File: src/rtl/flash_read_ctrl.sv
`default_nettype none
// ---------------------------------------------------------------------------
// flash_read_ctrl - SPI-flash READ (0x03) controller, FLASH_READ_FAST_EN selects
// FAST_READ (0x0B) with one dummy slot.                          Rev 1.0
// ---------------------------------------------------------------------------
module flash_read_ctrl #(
  parameter int         DATA_NUM = 270,
  parameter logic [7:0] S_ADDR   = 8'h00,
  parameter logic [7:0] P_ADDR   = 8'h00,
  parameter logic [7:0] B_ADDR   = 8'hC8
) (
  input  logic       sys_clk,
  input  logic       sys_rst_n,
  input  logic       key_flag,
  input  logic       miso,
  output logic       cs_n,
  output logic       sck,
  output logic       mosi,
  output logic [7:0] po_data,
  output logic       po_flag,
  output logic       busy
);

`ifdef FLASH_READ_FAST_EN
  localparam int         NCMD = 5;
  localparam logic [7:0] CMD  = 8'h0B;
`else
  localparam int         NCMD = 4;
  localparam logic [7:0] CMD  = 8'h03;
`endif

  localparam logic [15:0] LAST_CMD  = 16'(NCMD);
  localparam logic [15:0] LAST_DATA = 16'(NCMD + DATA_NUM);
  localparam logic [15:0] HOLD_SLOT = 16'(NCMD + DATA_NUM + 1);

  localparam logic [2:0] IDLE = 3'b001;
  localparam logic [2:0] SEND = 3'b010;
  localparam logic [2:0] RECV = 3'b100;

  logic [2:0]  state_q, state_d;
  logic [4:0]  cnt_clk_q, cnt_clk_d;
  logic [15:0] cnt_byte_q, cnt_byte_d;
  logic [7:0]  shift_q, shift_d;
  logic [7:0]  po_data_q, po_data_d;
  logic        po_flag_q, po_flag_d;
  logic        slot_end;
  logic        data_slot;
  logic [7:0]  tx_byte;

  assign slot_end = (cnt_clk_q == 5'd31);
  // RECV is entered at the first data slot, so only the hold slot must be excluded
  assign data_slot = (state_q == RECV) && (cnt_byte_q <= LAST_DATA);

  always_ff @(posedge sys_clk or negedge sys_rst_n) begin
    if (!sys_rst_n) begin
      state_q    <= IDLE;
      cnt_clk_q  <= 5'd0;
      cnt_byte_q <= 16'd0;
      shift_q    <= 8'h00;
      po_data_q  <= 8'h00;
      po_flag_q  <= 1'b0;
    end else begin
      state_q    <= state_d;
      cnt_clk_q  <= cnt_clk_d;
      cnt_byte_q <= cnt_byte_d;
      shift_q    <= shift_d;
      po_data_q  <= po_data_d;
      po_flag_q  <= po_flag_d;
    end
  end

  always_comb begin
    state_d = state_q;
    case (state_q)
      IDLE:    if (key_flag) state_d = SEND;
      SEND:    if (slot_end && cnt_byte_q == LAST_CMD) state_d = RECV;
      RECV:    if (slot_end && cnt_byte_q == HOLD_SLOT) state_d = IDLE;
      default: state_d = IDLE;
    endcase
  end

  always_comb begin
    cnt_clk_d  = (state_q == IDLE) ? 5'd0 : cnt_clk_q + 5'd1;
    cnt_byte_d = cnt_byte_q;
    if (state_d == IDLE)
      cnt_byte_d = 16'd0;
    else if (state_q != IDLE && slot_end)
      cnt_byte_d = cnt_byte_q + 16'd1;

    shift_d = shift_q;
    if (data_slot && cnt_clk_q[1:0] == 2'd2)
      shift_d = {shift_q[6:0], miso};

    po_flag_d = data_slot && slot_end;
    po_data_d = po_flag_d ? shift_q : po_data_q;
  end

  always_comb begin
    cs_n    = 1'b1;
    busy    = 1'b0;
    sck     = 1'b0;
    tx_byte = 8'h00;
    if (state_q != IDLE) begin
      cs_n = 1'b0;
      busy = 1'b1;
      if (cnt_byte_q != 16'd0 && cnt_byte_q != HOLD_SLOT)
        sck = cnt_clk_q[1];
      case (cnt_byte_q)
        16'd1:   tx_byte = CMD;
        16'd2:   tx_byte = S_ADDR;
        16'd3:   tx_byte = P_ADDR;
        16'd4:   tx_byte = B_ADDR;
        default: tx_byte = 8'h00;
      endcase
    end
    // bit k of the slot goes out MSB first, so index 7-k == ~k
    mosi    = tx_byte[~cnt_clk_q[4:2]];
    po_data = po_data_q;
    po_flag = po_flag_q;
  end

endmodule
`default_nettype wire
File: config.mk
export PLATFORM = sky130hd
export DESIGN_NAME = flash_read_ctrl
export DESIGN_NICKNAME = d
export VERILOG_FILES = /design/src/rtl/flash_read_ctrl.sv
export SDC_FILE = /design/constraint.sdc
export NUM_CORES = 1
export LEC_CHECK = 0
export ABC_AREA = 0
export ABC_CLOCK_PERIOD_IN_PS = 3150
export BUFFER_PORTS_ARGS = -buffer_cell sky130_fd_sc_hd__buf_2
export CAP_MARGIN = 25
export CORE_ASPECT_RATIO = 0.7
export CORE_MARGIN = 3
export CORE_UTILIZATION = 40
export CTS_BUF_LIST = sky130_fd_sc_hd__clkbuf_4
export DETAILED_ROUTE_END_ITERATION = 8
export MAX_ROUTING_LAYER = met4
export PLACE_DENSITY = 0.63
export SLEW_MARGIN = 20
export SYNTH_ARGS = -nofsm -noshare
export SYNTH_HDL_FRONTEND = slang
export SYNTH_SLANG_ARGS = --single-unit
File: constraint.sdc
create_clock -name sys_clk -period 3.15 [get_ports sys_clk]
set_input_delay 0.1575 -clock sys_clk [delete_from_list [all_inputs] [get_ports sys_clk]]
set_output_delay 0.1575 -clock sys_clk [all_outputs]
set_load 0.005 [all_outputs]
==> flow_metrics.env, run 1 <==
export IMPL_drt_iter0_markers=84
export IMPL_wl_mm=3.63
export IMPL_place_area_sq_um=2130
export IMPL_die_w_um=90.8
export IMPL_yosys_area_top_type="dfrtp_1"
export IMPL_grt_ovfl_total=0
export IMPL_cts_resized=0
export IMPL_synth_avg_cell_area_sq_um=11.2
export IMPL_met3RoutedLength_um=160
export IMPL_grt_pass1_wl_mm=6.49
export IMPL_worstHoldPathCells=2
export IMPL_place_congestion=0.902
export IMPL_clockRootBuffer="clkbuf_4"
export IMPL_core_area_sq_um=4580
export IMPL_ys_seq_area_share_pct=51.0
export IMPL_drtAntennaViolNets=0
export IMPL_start_kind="flop"
export IMPL_fmax_ghz=0.421
export IMPL_tightest_slew_ps=698
export IMPL_numClockSinks=41
export IMPL_min_delay_start="miso"
export IMPL_synth_fp_nets=191
export IMPL_wl_met2_mm=1.65
export IMPL_outcome="finished, final reports clean"
export IMPL_clock_path_buffers=2
export IMPL_routed_top_layer="met4"
export IMPL_grt_pass1_vias=1382
export IMPL_io_pins=17
export IMPL_yosysWarnings=0
export IMPL_rows=20
export IMPL_tritoncts="built"
export IMPL_setup_viol=0
export IMPL_synthDominantCellAreaShare_pct=49.7
export IMPL_hpwl_mm=2.67
export IMPL_power_density_nw_per_um2=391
export IMPL_slew_headroom_pct=53.3
export IMPL_yosys_top_cells_area="dfrtp_1 (50%), mux2_2 (8.9%), nor2_1 (4.8%)"
export IMPL_final_area_sq_um=2240
export IMPL_met1Wirelength_mm=1.78
export IMPL_fin_nets=209
export IMPL_grt_max_degree=42
export IMPL_vias=1345
export IMPL_critPathMaxFanout=5
export IMPL_hold_end="shift_q[0]$_DFFE_PN0P_"
export IMPL_dieArea_sq_um=5930
export IMPL_maxCapViolCount=0
export IMPL_reg2reg_to="po_data[6]$_DFFE_PN0P_"
export IMPL_tns_ps=0
export IMPL_critical_path_class="flop to primary output"
export IMPL_ys_ff_latch=41
export IMPL_syn_to_final_growth_pct=11.2
export IMPL_p_leak_nw=1.10
export IMPL_htree_levels=2
export IMPL_grt_setup_unrepaired="false"
export IMPL_synthCells=180
export IMPL_ff2ff_setup_slack_ps=790
export IMPL_worstPathRequired_ps=2990
export IMPL_track_usage_pct=14.3
export IMPL_finalHoldViolations=0
export IMPL_clock_skew_ps=9.11
export IMPL_end_kind="primary output"
export IMPL_antenna_found_initial=0
export IMPL_fp_dieH_um=65.4
export IMPL_min_period_over_period_pct=75.5
export IMPL_r2r_start="cnt_byte_q[0]$_DFFE_PN0P_"
export IMPL_cts_buffers=5
export IMPL_ys_types=37
export IMPL_port_buffers=16
export IMPL_worstPathArrival_ps=2220
export IMPL_first_pass_iters=5
export IMPL_hp_class="primary input to flop"
export IMPL_slew_violations=0
export IMPL_fin_crit_ps=2380
export IMPL_synth_cell_area_sq_um=2010
export IMPL_n_antenna_cell=0
export IMPL_r2r_cells=7
export IMPL_clk_pin_slew_ps=110
export IMPL_start_util_pct=44.0
export IMPL_wl_per_cell_um=13.7
export IMPL_via_per_inst=5.08
export IMPL_remaining_drc_errors=0
export IMPL_clk_latency_ps=350
export IMPL_peakVddDrop_mv=0.140
export IMPL_final_layout_size_suffix_gt1_share_pct=24.1
export IMPL_final_util_pct=48.9
[cell type report]
cell class	instances	area [sq um]
fillers	433	2340
flip-flops and latches	41	1030
multi-input cells	125	913
repair buffers	18	110
well taps	66	82.6
clock inverters	3	41.3
clock buffers	5	37.5
inverters	7	26.3
[stage by stage]
step	hold WS (ps)	total power (W)	std cells	setup WS, ps
global placement	326	0.000550	255	903
finish	56.4	0.000876	265	772
CTS	42.2	0.000891	264	767
floorplan	-138	0.000538	180	1160
detailed placement	344	0.000551	255	794
global route	37.9	0.000925	265	561
[logic make-up (layout without fill, tap and decap cells)]
logic type | after synthesis | after routing | synth area share (%)
mux | 16 | 16 | 8.95
xor+xnor | 17 | 17 | 7.40
compound gates | 10 | 10 | 3.67
buf+inv | 14 | 33 | 3.60
simple gates | 75 | 75 | 21.0
flops | 41 | 41 | 51.0
fa+ha+maj | 7 | 7 | 4.35
[state kept, by name (all words and copies together), names as in the netlist]
| name | flops |
|---|---|
| po_flag | 1 |
| shift_q | 8 |
| po_data | 8 |
| state_q | 3 |
| cnt_byte_q | 16 |
| cnt_clk_q | 5 |
[cell usage in the layout (no fill, tap or decap), types with 2 or more instances in the layout]
| cell | synthesis | routed |
|---|---|---|
| a21oi_1 | 4 | 4 |
| dfrtp_1 | 40 | 40 |
| nand2b_1 | 3 | 3 |
| nor2_1 | 26 | 26 |
| xor2_1 | 6 | 6 |
| and2_1 | 2 | 2 |
| ha_1 | 7 | 7 |
| mux2_2 | 16 | 16 |
| clkbuf_4 | 0 | 5 |
| nor3b_1 | 2 | 2 |
| and3_1 | 3 | 3 |
| nand4_2 | 2 | 2 |
| buf_2 | 0 | 16 |
| nor4_1 | 2 | 2 |
| nand2_1 | 8 | 8 |
| inv_1 | 7 | 7 |
| and4_1 | 4 | 4 |
| xnor2_1 | 11 | 11 |
| nand4_1 | 5 | 5 |
| nor3_1 | 3 | 3 |
| nand3_1 | 8 | 8 |
[power by group]
| group | leakage (nW) | internal (W) | switching, W |
|---|---|---|---|
| clock network | 0.0389 | 0.000164 | 0.000168 |
| logic | 0.552 | 0.00000510 | 0.0000110 |
| registers | 0.506 | 0.000527 | 0.000000455 |
[timing repair]
| action | in CTS | in global routing |
|---|---|---|
| hold endpoints to repair | 40 | 0 |
| setup buffers | 0 | 0 |
| hold buffers | 1 | 0 |
[worst max path at each step]
stage | startpoint | endpoint | cells after the start
3_3_place_gp | cnt_byte_q[0]$_DFFE_PN0P_ | po_data[7]$_DFFE_PN0P_ | 7
2_1_floorplan | cnt_byte_q[12]$_DFFE_PN0P_ | po_data[0]$_DFFE_PN0P_ | 5
5_1_grt | cnt_byte_q[13]$_DFFE_PN0P_ | sck | 6
6_report | cnt_byte_q[12]$_DFFE_PN0P_ | sck | 6
4_1_cts | cnt_byte_q[12]$_DFFE_PN0P_ | sck | 6
3_5_place_dp | cnt_byte_q[0]$_DFFE_PN0P_ | po_data[6]$_DFFE_PN0P_ | 7
[layer usage]
metal / vias up / GRT usage (%)
li1: 654 / -
met1: 659 / 18.3
met2: 28 / 22.1
met3: 4 / 3.89
met4: 0 / 5.45
met5: - / -
[cells in the mapped netlist]
cell type / n
nand3_1: 8
mux2_2: 16
a22oi_1: 1
and4_1: 4
o31ai_1: 1
ha_1: 7
and3_1: 3
or3b_2: 1
a21boi_0: 1
or4_4: 1
a31oi_1: 1
dfstp_2: 1
xor2_1: 6
nor2b_1: 1
buf_4: 1
nor3b_1: 2
a21oi_4: 1
nor4_4: 1
nand4_1: 5
nand2b_1: 3
nand2_1: 8
dfrtp_1: 40
clkbuf_1: 3
nor4_1: 2
nor3_1: 3
buf_6: 2
nor4bb_1: 1
xnor2_1: 11
clkbuf_2: 1
and2_1: 2
nor2_1: 26
inv_1: 7
a21oi_1: 4
nand4_2: 2
or2_2: 1
nand3b_1: 1
o41ai_1: 1
[critical path: stages, from the launching register on]
cell     delay, ps
dfrtp_1        420
or4_4          550
nor4_4         280
nand2_1        140
nor4_1         280
nor2_1          80
buf_2          130
No activity file was read; power rests on OpenSTA's default activity.
==> inputs of run 2 (changes only) <==
--- a/config.mk
+++ b/config.mk
@@ -6,7 +6,7 @@
 export NUM_CORES = 1
 export LEC_CHECK = 0
 export ABC_AREA = 0
-export ABC_CLOCK_PERIOD_IN_PS = 3150
+export ABC_CLOCK_PERIOD_IN_PS = 2400
 export BUFFER_PORTS_ARGS = -buffer_cell sky130_fd_sc_hd__buf_2
 export CAP_MARGIN = 25
 export CORE_ASPECT_RATIO = 0.7
==> constraint.sdc (replaced) <==
create_clock -name sys_clk -period 2.4 [get_ports sys_clk]
set_input_delay 0.12 -clock sys_clk [delete_from_list [all_inputs] [get_ports sys_clk]]
set_output_delay 0.12 -clock sys_clk [all_outputs]
set_load 0.005 [all_outputs]
==> run 2 against run 1 <==
  * Non-clock buffer count is 7 higher
  * Combinational power is 13% higher
  * Core utilization is 2.0 points higher
  * Global-route usage is 0.081 points higher
  * Count of clock-buffer cells in the layout stayed put
  * Die area stayed put
  * Routed wire length is 4.7% higher
  * Via count is 1.3% higher
  * Sequential share of layout area is 1.8 points lower
  * Clock skew is 3.8 ps higher
  * Worst hold slack better by 20 ps
  * Flip-flop and latch count stayed put
==> flow_metrics.env, run 2 (same netlist as run 1, synthesis figures left out) <==
export IMPL_busiest_layer="met2"
export IMPL_final_common_cell="dfrtp_1"
export IMPL_largest_register="cnt_byte_q"
export IMPL_start_kind="flop"
export IMPL_syn_to_final_growth_pct=15.7
export IMPL_place_congestion=0.780
export IMPL_remaining_drc_errors=0
export IMPL_whs_ps=76.5
export IMPL_via_per_inst=5.01
export IMPL_numClockSinks=41
export IMPL_hp_class="primary input to flop"
export IMPL_worstHoldPathCells=3
export IMPL_critical_path_depth=7
export IMPL_grt_ovfl_total=0
export IMPL_cp_top_family="simple AND/OR/NAND/NOR gates"
export IMPL_finalHoldViolations=0
export IMPL_end_kind="primary output"
export IMPL_min_period_over_period_pct=95.3
export IMPL_slew_headroom_pct=41.1
export IMPL_track_usage_pct=14.4
export IMPL_drt_iter0_markers=99
export IMPL_fin_cells=272
export IMPL_die_w_um=90.8
export IMPL_ff2ff_setup_slack_ps=190
export IMPL_power_density_nw_per_um2=500
export IMPL_min_delay_start="key_flag"
export IMPL_cpPeakStageDelay_ps=540
export IMPL_crit_path_top_delay_cell="or4_4"
export IMPL_setup_viol=0
export IMPL_place_area_sq_um=2160
export IMPL_clockRootBuffer="clkbuf_4"
export IMPL_critical_path_class="flop to primary output"
export IMPL_antenna_found_initial=0
export IMPL_tightest_slew_ps=884
export IMPL_total_power_w=0.00116
export IMPL_worstPathArrival_ps=2170
export IMPL_critPathMaxFanout=4
export IMPL_cts_buffers=5
export IMPL_r2r_cells=8
export IMPL_n_antenna_cell=0
export IMPL_crit_buf_inv=2
export IMPL_layout_common_cells="dfrtp_1 (40), nor2_1 (26), mux2_2 (16), buf_2 (16), xnor2_1 (11)"
export IMPL_hpwl_mm=2.67
export IMPL_r2r_start="cnt_clk_q[1]$_DFF_PN0_"
export IMPL_port_buffers=16
export IMPL_start_util_pct=44.0
export IMPL_peakVddDrop_mv=0.225
export IMPL_drtAntennaViolNets=0
export IMPL_clk_latency_ps=350
export IMPL_grt_max_degree=42
export IMPL_fp_dieH_um=65.4
export IMPL_dieArea_sq_um=5930
export IMPL_grtUsageMet2_pct=23.3
export IMPL_vias=1363
export IMPL_wl_mm=3.80
export IMPL_clock_path_buffers=2
export IMPL_outcome="finished, final reports clean"
export IMPL_fmax_ghz=0.437
export IMPL_use_met3_pct=3.78
export IMPL_wl_per_cell_um=14.0
export IMPL_worstPathCellList="or4_4, nor4_4, buf_4, nand2_4, nor4_4, nor2_1, buf_2"
export IMPL_dp_cells=259
export IMPL_final_layout_size_suffix_gt1_share_pct=29.6
export IMPL_worstPathRequired_ps=2280
export IMPL_core_area_sq_um=4580
export IMPL_final_area_sq_um=2330
export IMPL_grt_pass1_wl_mm=6.53
export IMPL_rows=20
export IMPL_hold_end="state_q[1]$_DFF_PN0_"
export IMPL_largest_register_ff_count=16
export IMPL_maxCapViolCount=0
export IMPL_use_met1_pct=18.1
export IMPL_clk_pin_slew_ps=120
export IMPL_fin_nets=216
export IMPL_p_leak_nw=1.15
export IMPL_htree_levels=2
export IMPL_worst_path_most_repeated_cell="nor4_4"
export IMPL_tns_ps=0
export IMPL_first_pass_iters=4
export IMPL_slew_violations=0
export IMPL_tritoncts="built"
export IMPL_clock_skew_ps=12.9
export IMPL_grt_pass1_vias=1397
export IMPL_fin_crit_ps=2290
export IMPL_reg2reg_to="cnt_byte_q[14]$_DFFE_PN0P_"
export IMPL_io_pins=17
==> run 2: cell count changes in the layout (fill, tap and decap cells not counted), sizes merged <==
cell         change
dlygate4sd3      +1
buf              +6
==> run 2: area by class of cell <==
class,instances,area (sq um)
fillers,414,2250
flip-flops and latches,41,1030
multi-input cells,125,956
repair buffers,25,153
well taps,66,82.6
clock inverters,3,46.3
clock buffers,5,37.5
inverters,7,26.3
==> run 2: timing repair <==
item,4_1_cts,5_1_grt
gates resized for setup,0,8
endpoints found under the setup margin,0,11
hold buffers,2,0
setup buffers,0,3
hold endpoints to repair,41,0
==> run 2: stage by stage <==
step	utilization, %	setup slack, ps
4_1_cts	49.4	24.3
3_5_place_dp	47.2	118
3_3_place_gp	47.2	200
6_report	50.8	112
5_1_grt	50.8	-23.4
2_1_floorplan	-	412
==> run 2: how the worst max path moves through the flow <==
stage | slack, ps | from | to
6_report | 110 | cnt_byte_q[13]$_DFFE_PN0P_ | sck
5_1_grt | -20 | cnt_byte_q[13]$_DFFE_PN0P_ | sck
4_1_cts | 20 | cnt_byte_q[13]$_DFFE_PN0P_ | sck
3_5_place_dp | 120 | cnt_byte_q[0]$_DFFE_PN0P_ | po_data[5]$_DFFE_PN0P_
3_3_place_gp | 200 | cnt_byte_q[0]$_DFFE_PN0P_ | po_data[0]$_DFFE_PN0P_
2_1_floorplan | 410 | cnt_byte_q[12]$_DFFE_PN0P_ | po_data[0]$_DFFE_PN0P_
==> run 2: per-layer routing <==
metal / up-vias / wire (um) / share of wire [%]
li1: 665 / - / -
met1: 676 / 1800 / 47
met2: 20 / 1850 / 49
met3: 2 / 133 / 3.5
met4: 0 / 17 / 0.45
met5: - / 0 / 0
==> run 2: where the power goes <==
group / total (W) / internal, W / leakage, nW / switching [W]
clock: 0.000453 / 0.000221 / 0.0414 / 0.000232
combinational: 0.0000182 / 0.00000444 / 0.608 / 0.0000138
sequential: 0.000692 / 0.000692 / 0.506 / 0.000000700
total: 0.00116 / 0.000917 / 1.15 / 0.000247
==> run 2: tightest hold or removal path: stages <==
cell and delay, ps:
buf_2 100, nand3b_1 90, a21oi_1 70
==> inputs of run 3 (changes only) <==
--- a/config.mk
+++ b/config.mk
@@ -9,13 +9,15 @@
 export ABC_CLOCK_PERIOD_IN_PS = 2400
 export BUFFER_PORTS_ARGS = -buffer_cell sky130_fd_sc_hd__buf_2
 export CAP_MARGIN = 25
+export CELL_PAD_IN_SITES_DETAIL_PLACEMENT = 2
+export CELL_PAD_IN_SITES_GLOBAL_PLACEMENT = 2
 export CORE_ASPECT_RATIO = 0.7
 export CORE_MARGIN = 3
 export CORE_UTILIZATION = 40
 export CTS_BUF_LIST = sky130_fd_sc_hd__clkbuf_4
 export DETAILED_ROUTE_END_ITERATION = 8
 export MAX_ROUTING_LAYER = met4
-export PLACE_DENSITY = 0.63
+export PLACE_DENSITY = 0.86
 export SLEW_MARGIN = 20
 export SYNTH_ARGS = -nofsm -noshare
 export SYNTH_HDL_FRONTEND = slang
==> run 3 against run 2 <==
  * First-iteration DRC count is 32% lower
  * Routed wire length up 48%
  * Worst hold slack worse by 13 ps
  * Via count rose by 10%
  * Combinational power rose by 30%
  * Clock power rose by 5.7%
  * Register-to-register slack worse by 40 ps
==> flow_metrics.env, run 3 (same netlist as run 1, synthesis figures left out) <==
export IMPL_fmax_ghz=0.426
export IMPL_crit_path_top_delay_cell="or4_4"
export IMPL_remaining_drc_errors=0
export IMPL_setup_viol=0
export IMPL_cp_endpoint="mosi"
export IMPL_grt_pass1_vias=1651
export IMPL_start_kind="flop"
export IMPL_tritoncts="built"
export IMPL_critPathMaxFanout=2
export IMPL_p_leak_nw=1.18
export IMPL_tns_ps=0
export IMPL_fin_cells=277
export IMPL_outcome="finished, final reports clean"
export IMPL_hp_class="primary input to flop"
export IMPL_place_area_sq_um=2170
export IMPL_grt_pass1_wl_mm=9.03
export IMPL_worstPathRequired_ps=2280
export IMPL_hpwl_mm=3.57
export IMPL_end_kind="primary output"
export IMPL_p_sw_share_pct=23.0
export IMPL_clk_pin_slew_ps=150
export IMPL_cpPeakStageDelay_ps=550
export IMPL_syn_to_final_growth_pct=18.6
export IMPL_tightest_slew_ps=707
export IMPL_antenna_found_initial=0
export IMPL_slew_violations=0
export IMPL_final_area_sq_um=2390
export IMPL_peakVddDrop_mv=0.281
export IMPL_drt_iter0_markers=67
export IMPL_r2r_start="cnt_byte_q[15]$_DFFE_PN0P_"
export IMPL_reg2reg_to="shift_q[0]$_DFFE_PN0P_"
export IMPL_wl_mm=5.64
export IMPL_maxCapViolCount=0
export IMPL_largest_register_ff_count=16
export IMPL_power_density_nw_per_um2=501
export IMPL_fin_nets=221
export IMPL_clkPwrFrac_pct=40.0
export IMPL_min_period_over_period_pct=97.9
export IMPL_finalHoldViolations=0
export IMPL_first_pass_iters=6
export IMPL_core_area_sq_um=4580
export IMPL_grt_max_degree=42
export IMPL_die_w_um=90.8
export IMPL_n_antenna_cell=0
export IMPL_numClockSinks=41
export IMPL_whs_ps=63.9
export IMPL_clock_path_buffers=2
export IMPL_clock_skew_ps=24.0
export IMPL_worstPathArrival_ps=2230
export IMPL_fin_crit_ps=2350
export IMPL_dieArea_sq_um=5930
export IMPL_startpoint="cnt_byte_q[15]$_DFFE_PN0P_"
export IMPL_fp_dieH_um=65.4
export IMPL_fill_cells=472
export IMPL_clk_latency_ps=380
export IMPL_clockRootBuffer="clkbuf_4"
export IMPL_p_comb_share_pct=2.0
export IMPL_wl_per_cell_um=20.3
export IMPL_cts_buffers=5
export IMPL_track_usage_pct=20.5
export IMPL_fin_ws_ps=51.6
export IMPL_drtAntennaViolNets=0
export IMPL_place_ws_ps=96.7
export IMPL_r2r_cells=6
export IMPL_largest_register="cnt_byte_q"
export IMPL_switchingPower_w=0.000275
export IMPL_place_congestion=0.801
export IMPL_via_per_inst=5.42
export IMPL_worstPathCellList="or4_4, nor4_4, buf_4, nand2_4, nor4_2, buf_2"
export IMPL_vias=1502
export IMPL_final_common_cell="dfrtp_1"
export IMPL_rows=20
export IMPL_start_util_pct=44.0
export IMPL_critical_path_class="flop to primary output"
export IMPL_htree_levels=2
export IMPL_final_layout_size_suffix_gt1_share_pct=32.2
export IMPL_layout_common_cells="dfrtp_1 (40), nor2_1 (26), mux2_2 (16), buf_2 (16)"
export IMPL_dp_cells=261
export IMPL_p_int_w=0.000920
export IMPL_grt_ovfl_total=0
export IMPL_port_buffers=16
export IMPL_io_pins=17
export IMPL_p_seq_share_pct=58.0
export IMPL_ff2ff_setup_slack_ps=150
export IMPL_slew_headroom_pct=52.5
[run 3: final cells by class]
cell class / instances / area [sq um] / share of cell area (%)
flip-flops and latches: 41 / 1030 / 43.0
multi-input cells: 125 / 965 / 40.4
repair buffers: 30 / 203 / 8.49
well taps: 66 / 82.6 / 3.46
clock inverters: 3 / 46.3 / 1.94
clock buffers: 5 / 37.5 / 1.57
inverters: 7 / 26.3 / 1.10
[run 3: worst min-delay path by stage]
stage | endpoint | slack, ps | depth (start not counted) | start
after floorplan | cnt_byte_q[0]$_DFFE_PN0P_ | -180 | 0 | sys_rst_n
after global placement | cnt_clk_q[3]$_DFF_PN0_ | 280 | 1 | sys_rst_n
after detailed placement | cnt_clk_q[3]$_DFF_PN0_ | 320 | 1 | sys_rst_n
after CTS | state_q[1]$_DFF_PN0_ | 30 | 3 | key_flag
after global routing | state_q[1]$_DFF_PN0_ | 60 | 3 | key_flag
final | state_q[1]$_DFF_PN0_ | 60 | 3 | key_flag
[run 3: critical path, delay by kind of cell, from the launching register on]
family / cells / cell delay [ps]
buffers and inverters: 2 / 360
flip-flops: 1 / 400
AND/OR/NAND/NOR: 4 / 1110
[run 3: power groups by stage]
stage               Combinational [W]  Clock [W]  Sequential, W
floorplan                 0.000000768          0       0.000705
global placement            0.0000163          0       0.000705
detailed placement          0.0000178          0       0.000706
CTS                         0.0000204   0.000492       0.000693
global route                0.0000268   0.000528       0.000693
finish                      0.0000236   0.000479       0.000693
[run 3: what timing repair did]
item | in CTS | in global routing
gates resized for setup | 4 | 6
setup endpoints to repair | 2 | 15
setup buffers | 4 | 1
hold endpoints to repair | 41 | 0
hold buffers | 2 | 0
pin swaps | 4 | 2
[run 3: metrics by stage]
step                      power (W)  utilization, %
after floorplan            0.000706               -
after global placement     0.000722            47.5
after detailed placement   0.000723            47.5
after CTS                   0.00121            50.9
after global routing        0.00125            52.1
final                       0.00120            52.1
[run 3: layer usage]
metal / track usage (%) / wire length, um / vias up
met5: - / 0 / -
met4: 5.45 / 198 / 0
met3: 4.35 / 196 / 17
met2: 35.4 / 2670 / 33
met1: 24.9 / 2570 / 779
li1: - / - / 673
